$ cat config.mk
export PLATFORM = sky130hd
export DESIGN_NAME = multi_cycle_adder
export DESIGN_NICKNAME = d
export VERILOG_FILES = /design/src/rtl/multi_cycle_adder_pkg.sv /design/src/rtl/multi_cycle_adder_slice_adder.sv /design/src/rtl/multi_cycle_adder.sv
export SDC_FILE = /design/constraint.sdc
export NUM_CORES = 1
export LEC_CHECK = 0
export CAP_MARGIN = 20
export CORE_MARGIN = 2
export CORE_UTILIZATION = 53
export DETAILED_ROUTE_END_ITERATION = 16
export GPL_TIMING_DRIVEN = 0
export PLACE_DENSITY = 0.79
export SLEW_MARGIN = 20
export SYNTH_ARGS = -nofsm -noshare
export SYNTH_HDL_FRONTEND = slang
export SYNTH_HIERARCHICAL = 1
export SYNTH_SLANG_ARGS = --single-unit
$ cat constraint.sdc
create_clock -name clk -period 3.8 [get_ports clk]
set_input_delay 0.76 -clock clk [delete_from_list [all_inputs] [get_ports clk]]
set_output_delay 0.76 -clock clk [all_outputs]
set_load 0.02 [all_outputs]
$ cat src/rtl/multi_cycle_adder_pkg.sv
// Shared definitions for the slice-serial adder: FSM state encoding and default geometry.
package multi_cycle_adder_pkg;

    localparam int DEF_WIDTH = 16;
    localparam int DEF_SLICE = 4;

    typedef enum logic [1:0] {
        ST_IDLE = 2'd0,
        ST_RUN  = 2'd1,
        ST_DONE = 2'd2
    } state_t;

    // Index register width for n slices; a single slice still needs one bit.
    function automatic int idx_bits(input int n);
        return (n > 1) ? $clog2(n) : 1;
    endfunction

endpackage

$ cat src/rtl/multi_cycle_adder_slice_adder.sv
// Combinational SLICE-bit ripple-carry adder; also exposes the carry into its MSB for overflow.
module slice_adder
    import multi_cycle_adder_pkg::*;
#(
    parameter int SLICE = DEF_SLICE
) (
    input  logic [SLICE-1:0] i_a,
    input  logic [SLICE-1:0] i_b,
    input  logic             i_cin,
    output logic [SLICE-1:0] o_sum,
    output logic             o_cout,
    output logic             o_c_msb
);

    logic w_carry;

    // NOTE: blocking assignments ripple the carry through the loop, and every output gets a default first so no latch is inferred.
    always_comb begin
        w_carry = i_cin;
        o_sum   = '0;
        o_c_msb = i_cin;
        for (int i = 0; i < SLICE; i++) begin
            if (i == SLICE - 1) o_c_msb = w_carry;
            o_sum[i] = i_a[i] ^ i_b[i] ^ w_carry;
            w_carry  = (i_a[i] & i_b[i]) | (w_carry & (i_a[i] ^ i_b[i]));
        end
        o_cout = w_carry;
    end

endmodule

$ cat src/rtl/multi_cycle_adder.sv
// Slice-serial add/subtract: one SLICE-bit chunk per clock, result published in a one-cycle DONE state.
module multi_cycle_adder
    import multi_cycle_adder_pkg::*;
#(
    parameter int WIDTH = DEF_WIDTH,
    parameter int SLICE = DEF_SLICE
) (
    input  logic             clk,
    input  logic             rst,
    input  logic             start,
    input  logic             sub,
    input  logic [WIDTH-1:0] a,
    input  logic [WIDTH-1:0] b,
    output logic             busy,
    output logic             done,
    output logic [WIDTH-1:0] s,
    output logic             cout,
    output logic             ovf
);

    if (SLICE < 1 || (WIDTH % SLICE) != 0) begin : g_bad_cfg
        $error("multi_cycle_adder: WIDTH must be a positive multiple of SLICE");
    end

    localparam int               N     = WIDTH / SLICE;
    localparam int               IDX_W = idx_bits(N);
    localparam logic [IDX_W-1:0] LAST  = IDX_W'(N - 1);

    state_t             r_state;
    logic [IDX_W-1:0]   r_idx;
    logic               r_carry;
    logic [WIDTH-1:0]   r_a;
    logic [WIDTH-1:0]   r_b;
    logic [WIDTH-1:0]   r_work;
    logic [WIDTH-1:0]   r_s;
    logic               r_cout;
    logic               r_ovf;
    logic               r_busy;
    logic               r_done;

    logic [SLICE-1:0]   w_sum;
    logic               w_cout;
    logic               w_c_msb;
    logic [WIDTH-1:0]   w_result;

    slice_adder #(.SLICE(SLICE)) u_slice (
        .i_a     (r_a[r_idx * SLICE +: SLICE]),
        .i_b     (r_b[r_idx * SLICE +: SLICE]),
        .i_cin   (r_carry),
        .o_sum   (w_sum),
        .o_cout  (w_cout),
        .o_c_msb (w_c_msb)
    );

    // Working register with the current slice merged in, so the last slice lands on s directly.
    always_comb begin
        w_result                         = r_work;
        w_result[r_idx * SLICE +: SLICE] = w_sum;
    end

    // NOTE: all state here uses non-blocking assignments so every register samples pre-edge values.
    always_ff @(posedge clk) begin
        if (rst) begin
            r_state <= ST_IDLE;
            r_idx   <= '0;
            r_carry <= 1'b0;
            r_a     <= '0;
            r_b     <= '0;
            r_work  <= '0;
            r_s     <= '0;
            r_cout  <= 1'b0;
            r_ovf   <= 1'b0;
            r_busy  <= 1'b0;
            r_done  <= 1'b0;
        end else begin
            case (r_state)
                ST_IDLE, ST_DONE: begin
                    r_done <= 1'b0;
                    if (start) begin
                        r_a     <= a;
                        r_b     <= sub ? ~b : b;
                        r_carry <= sub;
                        r_idx   <= '0;
                        r_state <= ST_RUN;
                        r_busy  <= 1'b1;
                    end else begin
                        r_state <= ST_IDLE;
                        r_busy  <= 1'b0;
                    end
                end
                ST_RUN: begin
                    r_work  <= w_result;
                    r_carry <= w_cout;
                    r_idx   <= r_idx + 1'b1;
                    if (r_idx == LAST) begin
                        r_state <= ST_DONE;
                        r_busy  <= 1'b0;
                        r_done  <= 1'b1;
                        r_s     <= w_result;
                        r_cout  <= w_cout;
                        r_ovf   <= w_cout ^ w_c_msb;
                    end
                end
                default: begin
                    r_state <= ST_IDLE;
                    r_busy  <= 1'b0;
                    r_done  <= 1'b0;
                end
            endcase
        end
    end

    assign busy = r_busy;
    assign done = r_done;
    assign s    = r_s;
    assign cout = r_cout;
    assign ovf  = r_ovf;

endmodule
# Yosys cells after proc, flatten, opt, wreduce, memory -nomap -nowiden
# Cells that the tools add are included.
dict set report classes {
  n_eq_ne 5
  n_mux 12
  reduce_logical 7
  shift 4
  n_bitwise 23
  add_sub_neg 2
}
# cell count
set ops {}
lappend ops {{4-bit negation with 34-bit output} 1}
lappend ops {{4-bit by 34-bit variable shift with 16-bit output, first input constant} 1}
lappend ops {{4-bit by 34-bit variable part select with 16-bit output} 1}
lappend ops {{16-bit by 5-bit variable part select with 4-bit output} 2}
lappend ops {{16-bit bitwise mux} 1}
lappend ops {{16-bit 2-to-1 mux} 1}
lappend ops {{16-bit NOT} 1}
lappend ops {{1-bit XOR} 9}
lappend ops {{1-bit bitwise AND} 8}
lappend ops {{2-bit case mux with 2 select lines} 2}
lappend ops {{2-bit AND reduction} 3}
lappend ops {{2-bit equality test, second input constant} 2}
lappend ops {{1-bit 2-to-1 mux} 4}
lappend ops {{2-bit 2-to-1 mux} 2}
lappend ops {{2-bit != test, second input constant} 2}
lappend ops {{1-bit OR} 4}
lappend ops {{1-bit case mux with 2 select lines} 2}
lappend ops {{2-bit OR reduction} 2}
lappend ops {{2-bit by 1-bit adder with 2-bit output, second input constant} 1}
lappend ops {{2-bit by 1-bit equality test with 1-bit output, second input constant} 1}
lappend ops {{2-bit logical NOT} 1}
lappend ops {{2-bit nonzero test} 1}
lappend ops {{1-bit NOT} 1}
dict set report word_totals {
  ff_bits 73
  output_inout_bits 20
  inputBits 36
}

# Logic depth before layout (Yosys ltp)
# Gate-level depths: netlist of run 1.
dict set report logic_depth {
  word_depth 11
  ltp_mapped 11
  mapped_depth_nobuf 10
}

# Modules after synthesis
# The synthesis of run 1 kept the hierarchy.
# module area_per_inst_um2 n_inst cells_per_inst
set modules_own_cells {}
lappend modules_own_cells {multi_cycle_adder 3149.3 1 326}
lappend modules_own_cells {slice_adder 110.1 1 12}

# Worst setup path before layout of run 1
# Ideal clock, no wire load.
dict set report synth_path {
  kind {register to register}
  from {register r_idx[0]}
  to {register r_s[7] (netlist: s[7])}
  stages_incl_launch_ff 12
  n_path_buf 1
  period_less_slack_ps 3134
  slack_ps 666
  setup_time_ps 138
  arrival_ps 2995
  cell_sequence {dfxtp_1 -> buf_4 -> mux4_2 -> fa_1 -> inv_1 -> fa_1 -> fa_1 -> inv_1 -> fa_1 -> and2b_1 -> a221oi_2 -> nor3_2}
}
dict set report synth_between {
  elab_chain_cells 11
  word_cells_on_any_way 25
  cone_classes {1 x add/sub; 1 x eq/ne; 4 x shift; 1 x mux; 17 x bitwise; 1 x reduce/logical}
}
# element line
set synth_rtl {}
lappend synth_rtl {{from (decl)} multi_cycle_adder.sv:30} ;# logic [IDX_W-1:0] r_idx;
lappend synth_rtl {{from (signal assigned)} multi_cycle_adder.sv:94} ;# r_idx <= r_idx + 1'b1;
lappend synth_rtl {{16-bit by 5-bit variable part select with 4-bit output (on tied branches)} {multi_cycle_adder.sv:47, multi_cycle_adder.sv:48}}
lappend synth_rtl {{1-bit XOR} multi_cycle_adder_slice_adder.sv:25} ;# w_carry = (i_a[i] & i_b[i]) | (w_carry & (i_a[i] ^ i_b[i]));
lappend synth_rtl {{1-bit bitwise AND} multi_cycle_adder_slice_adder.sv:25}
lappend synth_rtl {{1-bit OR} multi_cycle_adder_slice_adder.sv:25}
lappend synth_rtl {{1-bit bitwise AND} multi_cycle_adder_slice_adder.sv:25}
lappend synth_rtl {{1-bit OR} multi_cycle_adder_slice_adder.sv:25}
lappend synth_rtl {{1-bit bitwise AND} multi_cycle_adder_slice_adder.sv:25}
lappend synth_rtl {{1-bit OR *} multi_cycle_adder_slice_adder.sv:25}
lappend synth_rtl {{via w_c_msb} multi_cycle_adder.sv:43} ;# logic w_c_msb;
lappend synth_rtl {{1-bit XOR *} multi_cycle_adder_slice_adder.sv:24} ;# o_sum[i] = i_a[i] ^ i_b[i] ^ w_carry;
lappend synth_rtl {{via w_sum[3]} multi_cycle_adder.sv:41} ;# logic [SLICE-1:0] w_sum;
lappend synth_rtl {{4-bit by 34-bit variable part select with 16-bit output *} multi_cycle_adder.sv:58} ;# w_result[r_idx * SLICE +: SLICE] = w_sum;
lappend synth_rtl {{16-bit bitwise mux *} multi_cycle_adder.sv:58}
lappend synth_rtl {{to (signal assigned)} multi_cycle_adder.sv:99} ;# r_s <= w_result;
lappend synth_rtl {{to (decl)} multi_cycle_adder.sv:35} ;# logic [WIDTH-1:0] r_s;
# The timed path passes the listed nets; every way through them passes the cells marked *.
# A chain may end at the register's enable or synchronous reset.

# Worst setup path in the final report of run 1
dict set report layout_path {
  from {register r_idx[1]}
  to {register r_s[7] (netlist: s[7])}
}
# Same word-level chain as after synthesis.

==> results of run 1 <==
## synth_stat cells
master	instances
a311oi_1	1
nand2_1	44
dfxtp_1	69
nor3_1	3
nor3_2	8
fa_1	4
a211oi_1	18
inv_1	13
a32oi_1	12
nor2_1	44
and4bb_2	1
buf_1	2
and4bb_1	2
a21oi_1	26
and3b_1	1
nor2b_4	1
buf_6	10
and2b_1	3
ha_1	5
nand2b_1	2
buf_4	2
and4b_1	1
buf_2	9
mux4_2	8
o21ai_0	1
clkbuf_1	6
nand3b_2	1
a211oi_2	1
nand3b_1	4
nor2b_1	3
a221oi_1	2
a221oi_2	8
nand3_1	6
xnor2_1	17
## registers in the layout, summed over array words and instances (netlist names)
name,flops
r_a,16
r_b,16
s,16
r_work,12
r_idx,2
r_state,2
busy,1
cout,1
done,1
ovf,1
r_carry,1
## per-layer routing
metal	up-vias	wire, um	GRT usage, %
met4	0	106	9.00
met2	82	3540	39.5
met1	1227	3010	28.0
met5	-	0	0
li1	1302	-	-
met3	11	346	4.67
## layout by cell type, fill, tap and decap left out, drive strengths merged, types with 13 or more instances in the layout
| cell | instances |
|---|---|
| a211oi | 19 |
| a21oi | 26 |
| buf | 23 |
| clkbuf | 20 |
| clkdlybuf4s50 | 53 |
| dfxtp | 69 |
| inv | 13 |
| nand2 | 44 |
| nor2 | 44 |
| xnor2 | 17 |
## worst max-delay path: stages (launching register included)
cell and delay (ns):
dfxtp_1 0.35, clkbuf_1 0.49, mux4_2 0.35, fa_1 0.17
inv_1 0.05, fa_1 0.38, fa_1 0.36, inv_1 0.10
fa_1 0.48, and2b_1 0.26, a221oi_2 0.28, nor3_2 0.07
## cells by family after synthesis
logic type | after synthesis | synth area share [%]
compound gates | 69 | 16.4
xor+xnor | 17 | 4.57
fa+ha+maj | 9 | 4.38
buf+inv | 42 | 7.72
flops | 69 | 42.4
mux | 8 | 5.53
simple gates | 124 | 19.0
## cell type report
class | count | area share (%)
buffer | 29 | 4.99
clock buffer | 14 | 4.25
clock inverter | 1 | 0.123
inverter | 13 | 1.20
multi-input combinational | 227 | 40.0
sequential | 69 | 34.0
tap | 75 | 2.31
timing repair buffer | 53 | 13.1
## stage by stage
| stage | total power, mW | util [%] |
|---|---|---|
| after floorplan | 0.965 | - |
| after global placement | 1.05 | 65.6 |
| after detailed placement | 1.05 | 65.6 |
| after CTS | 1.59 | 68.6 |
| after global routing | 1.65 | 68.6 |
| final | 1.58 | 68.6 |
## worst max-delay path by stage
stage / to / cells after the start / from / slack, ns
finish: s[7] / 11 / r_idx[1] / 0.33
global route: s[7] / 11 / r_idx[1] / 0.12
CTS: s[7] / 11 / r_idx[1] / 0.32
detailed placement: s[7] / 11 / r_idx[1] / 0.32
global placement: s[7] / 11 / r_idx[1] / 0.33
floorplan: s[7] / 11 / r_idx[0] / 0.67
## report_power, final
part	internal, mW	leakage, nW	switching (mW)
Combinational	0.123	0.860	0.141
Clock	0.286	0.0926	0.257
Sequential	0.756	0.563	0.0171
==> results by group, run 1 <==
Route
  – Vias per cell: 5.45
  – Post-DRT Antenna Nets: 0
  – Total wire length: 7.01 mm
  – WL/cell: 14.6 um
  – Number of DRC markers in iteration 0: 132
  – DRC Markers: 0
  – Vias: 2,622
  – Router iterations before antenna repair: 4

Finish
  – Area of the multi-input gates: 0.00163 mm2
  – Fin area: 0.00406 mm2
  – Fin nets: 447
  – Antenna cell count: 0
  – Fillers: 473
  – Register area: 0.00138 mm2
  – Share of post-route cells with drive strength above 1: 15.3%
  – Area Growth Syn to Fin: 24.6%
  – Finished Layout Cells: 481

Pwr
  – Maximum VDD drop: 0.189 mV
  – Lkg Pwr: 1.52 nW
  – Pwr Density: 389 mW/mm2

Critical path
  – Worst r2r dst: s[7]
  – Worst r2r path cells: 11
  – CP Data Arrival Time: 3.69 ns
  – CP Launch Type: flop
  – CP Class: flop to flop
  – R2R Path Start: r_idx[1]
  – Crit end category: flop
  – R2R Setup Slk: 0.33 ns
  – CP required: 4.02 ns
  – CP Max Fanout: 10

Synthesis
  – Top cell type's share of synthesized area: 42.4%
  – Gate Count Post-Synth: 338
  – Leading area contributor after synthesis: dfxtp_1
  – Synth Cell Area: 0.00326 mm2
  – Flops & latches, synth: 69
  – Sequential share of the synthesized area: 42.4%
  – Ys Warns: 6
  – Yosys cell types: 34
  – Avg Inst Size Synth: 9.64 um2
  – Syn nets: 383
  – Top post-synthesis cells by area: dfxtp_1 42%, mux4_2 5.5%, nand2_1 5.1%

Global routing
  – Vias in the first global route: 2,466
  – Largest net degree at the start of global routing: 11
  – Grt ovf: 0
  – Initial antenna violation count: 0
  – GRT Util Overall: 22.9%
  – First-pass GRT wire length: 11.5 mm

Placed design
  – Setup slack at placement: 0.324 ns
  – DP Area: 0.00388 mm2
  – Number of port buffers: 53
  – Cell count after placement: 466
  – Final GP Congestion: 0.841
  – Post-DP HPWL: 5.30 mm

Hold path
  – Hold Path Sink: r_a[11]
  – Hold Path Depth: 2
  – Hold Startpoint: r_a[11]
  – Hold Crit Class: flop to flop

Clocking
  – Max Buffers Root-to-Sink: 2
  – Root buffer cell: clkbuf_8
  – Post-CTS Hold Buffers: 0
  – Clock buffer count from CTS: 9
  – Resize count post-CTS: 0
  – H-tree depth: 3
  – Setup Buffers After CTS: 0
  – CTS tree: done
  – CTS sink cnt: 69
  – Worst-Skew Late Latency: 0.35 ns
  – CTS clk-pin slew, worst paths: 0.07 ns

STA
  – Unrepaired setup endpoints after global routing: no
  – Final worst setup slack: 0.328 ns
  – Max-slew violations: 0
  – Crit path time final: 3.47 ns
  – Min Hold Slack: 0.457 ns
  – Final hold violations: 0
  – Final setup violation count: 0
  – Clock skew: 0.00717 ns
  – Setup TNS Final: 0 ns
  – Final worst-path cycle share: 91.4%
  – Slew @ Worst Pin: 0.645 ns
  – Max Clock Freq: 288 MHz
  – Slew headroom: 57.0%

Floorplanning
  – Die Area: 0.00679 mm2
  – Initial core utilization: 55.1%
  – Die height: 82.4 um
  – Core Region: 0.00592 mm2
  – FP Rows: 28
  – I/O pins: 56
  – Die Wd: 82.4 um

Run status
  – Outcome: complete, no violations

Job
  – Max Cap Viol: 0
Power figures use the tool's default switching activity.
==> run 2, diff against run 1 <==
- ABC_AREA: unset -> 1
==> run 2 against run 1 <==
Sequential share of layout area decreased by 1.2 points. Flip-flop and latch count unchanged. Die area increased by 3.3%. Fmax increased by 3.0%. Routed wire length increased by 12%. Via count increased by 22%. Synthesized cell count increased by 41%. Cell count increased by 29%. Critical endpoint is now r_work[7]. Largest cell class unchanged.
==> results by group, run 2 <==
STA
  – Final worst-path cycle share: 88.7%
  – Max-slew violations: 0
  – Final worst setup slack: 0.430 ns
  – Setup TNS Final: 0 ns
  – Crit path time final: 3.37 ns
  – Final setup violation count: 0
  – Slew headroom: 66.3%
  – Clock skew: 0.00481 ns
  – Unrepaired setup endpoints after global routing: no
  – Slew @ Worst Pin: 0.506 ns
  – Max Clock Freq: 297 MHz
  – Final hold violations: 0

Synthesis
  – Top post-synthesis cells by area: dfxtp_1 41%, nor2_1 10%, o21ai_0 8.0%
  – Number of synthesized flops with an enable pin: 0
  – Flops & latches, synth: 69
  – Synth Cell Area: 0.00337 mm2
  – Top cell type's share of synthesized area: 40.9%
  – Sequential share of the synthesized area: 40.9%
  – Avg Inst Size Synth: 7.10 um2
  – Gate Count Post-Synth: 475
  – Yosys cell types: 26
  – FFs w/ async S/R, synth: 0%
  – Ys Warns: 6
  – Synth cell count leaders: 90 x nor2_1, 69 x dfxtp_1, 61 x nand2_1, 59 x inv_1, 54 x o21ai_0
  – Most numerous cell in the Yosys netlist: nor2_1
  – Syn nets: 520
  – Leading area contributor after synthesis: dfxtp_1
  – Synth Flop Type: dfxtp_1

Route
  – Number of DRC markers in iteration 0: 217
  – Post-DRT Antenna Nets: 0
  – DRC Markers: 0
  – WL/cell: 12.6 um
  – Vias: 3,199
  – Router iterations before antenna repair: 5
  – Vias per cell: 5.15
  – Total wire length: 7.82 mm

Run status
  – Outcome: complete, no violations

Pwr
  – Maximum VDD drop: 0.324 mV
  – Pwr Density: 421 mW/mm2
  – Lkg Pwr: 1.85 nW

Clocking
  – CTS clk-pin slew, worst paths: 0.07 ns
  – Root buffer cell: clkbuf_8
  – Post-CTS Hold Buffers: 0
  – Worst-Skew Late Latency: 0.35 ns
  – Setup Buffers After CTS: 0
  – Clock buffer count from CTS: 9
  – Resize count post-CTS: 0
  – H-tree depth: 3
  – CTS sink cnt: 69
  – Max Buffers Root-to-Sink: 2
  – CTS tree: done

Floorplanning
  – I/O pins: 56
  – FP Rows: 29
  – Die height: 83.8 um
  – Core Region: 0.00624 mm2
  – Initial core utilization: 54.0%
  – Die Wd: 83.8 um
  – Die Area: 0.00702 mm2

Critical path
  – Slowest stage cell on the critical path: fa_1
  – CP peak stage delay: 0.47 ns
  – R2R Setup Slk: 0.43 ns
  – CP Depth: 16
  – CP Cell Sequence: clkbuf_1, inv_1, o21ai_0, o22ai_1, fa_1, inv_1, fa_1, fa_1, inv_1, fa_1, nand2_1, nor2_1, nand2_1, nand3_1, nand2_1, inv_1
  – CP Launch Type: flop
  – R2R Path Start: r_idx[1]
  – CP required: 4.05 ns
  – Crit path buf inv count: 5
  – CP Data Arrival Time: 3.62 ns
  – Worst r2r path cells: 16
  – Crit end category: flop
  – CP Max Fanout: 11
  – Delay-heaviest family, CP: adder cells
  – CP Class: flop to flop
  – Worst r2r dst: r_work[7]
  – Worst setup startpoint: r_idx[1]
  – CP endpoint: r_work[7]

Global routing
  – First-pass GRT wire length: 13.5 mm
  – GRT Util Overall: 23.6%
  – Largest net degree at the start of global routing: 13
  – Vias in the first global route: 2,974
  – Initial antenna violation count: 0
  – Grt ovf: 0

Hold path
  – Hold Crit Class: flop to flop
  – Hold Startpoint: cout

Placed design
  – Final GP Congestion: 0.886
  – Setup slack at placement: 0.471 ns
  – Number of port buffers: 53
  – Post-DP HPWL: 5.74 mm

Finish
  – Antenna cell count: 0
  – Share of post-route cells with drive strength above 1: 8.27%
  – Commonest non-fill, non-tap cell in the layout: nor2_1
  – Fin nets: 584
  – Area Growth Syn to Fin: 24.9%
  – Most frequent cells in the layout: 90 x nor2_1, 69 x dfxtp_1, 61 x nand2_1

Job
  – Max Cap Viol: 0
run 2: cell types whose count changed after synthesis, sizes merged, moves of 9 or more:
| cell | delta |
|---|---|
| nor2 | +48 |
| o21ai | +53 |
| nand2 | +18 |
| a32oi | -12 |
| a21oi | +9 |
| a211oi | -19 |
| a221oi | -10 |
| nand3 | +27 |
| inv | +51 |
run 2: worst min path at each step:
stage                    to  slack, ns  depth (start not counted)
global placement       cout       0.45                          2
global route           cout       0.50                          2
detailed placement     cout       0.46                          2
floorplan           r_a[10]       0.45                          2
CTS                    cout       0.47                          2
finish                 cout       0.47                          2
run 2: kinds of logic (layout without fill, tap and decap cells):
family                   Yosys count  count (layout)  share of synthesized area (%)
flip-flops                        69              69                           40.9
AO/OA/AOI/OAI                     98              98                           14.9
AND/OR/NAND/NOR                  190             190                           23.0
buffers and inverters             92             161                           12.5
adder cells (fa/ha/maj)            9               9                           4.23
XOR/XNOR                          17              17                           4.41
run 2: stage by stage:
stage	cell area, um2	power [mW]	instances	util (%)	hold WS (ns)
6_report	4210	1.77	621	67.5	0.468
5_1_grt	4210	1.86	621	67.5	0.495
4_1_cts	4210	1.78	621	67.5	0.470
3_5_place_dp	4000	1.16	605	64.1	0.459
3_3_place_gp	4000	1.15	605	64.1	0.453
2_1_floorplan	3370	1.05	475	-	0.450
run 2: worst register-to-register path, delay by kind of cell (launching register included):
family	cells	cell delay, ns
buffers and inverters	5	0.76
DFF	1	0.33
adders and majority gates	4	1.41
and+or+nand+nor	5	0.38
AOI/OAI and AO/OA	2	0.40
run 2: area by class of cell:
class / count / area [um2]
Clock inverter: 3 / 42.5
Sequential cell: 69 / 1380
Multi-Input combinational cell: 314 / 1570
Inverter: 65 / 244
Tap cell: 77 / 96.3
Buffer: 27 / 178
Fill cell: 561 / 2030
Clock buffer: 13 / 169
Timing Repair Buffer: 53 / 531
run 2: power by group:
part | switching (mW) | total [mW] | internal, mW
registers | 0.0263 | 0.797 | 0.770
clock network | 0.268 | 0.624 | 0.356
logic | 0.206 | 0.351 | 0.146
run 2: layer usage:
| layer | global-route usage, % | part of all wire (%) | up-vias |
|---|---|---|---|
| met5 | 0 | 0 | - |
| met4 | 10.1 | 2.0 | 0 |
| met3 | 4.15 | 6.0 | 14 |
| met2 | 39.9 | 49 | 113 |
| met1 | 29.7 | 43 | 1451 |
| li1 | - | - | 1621 |
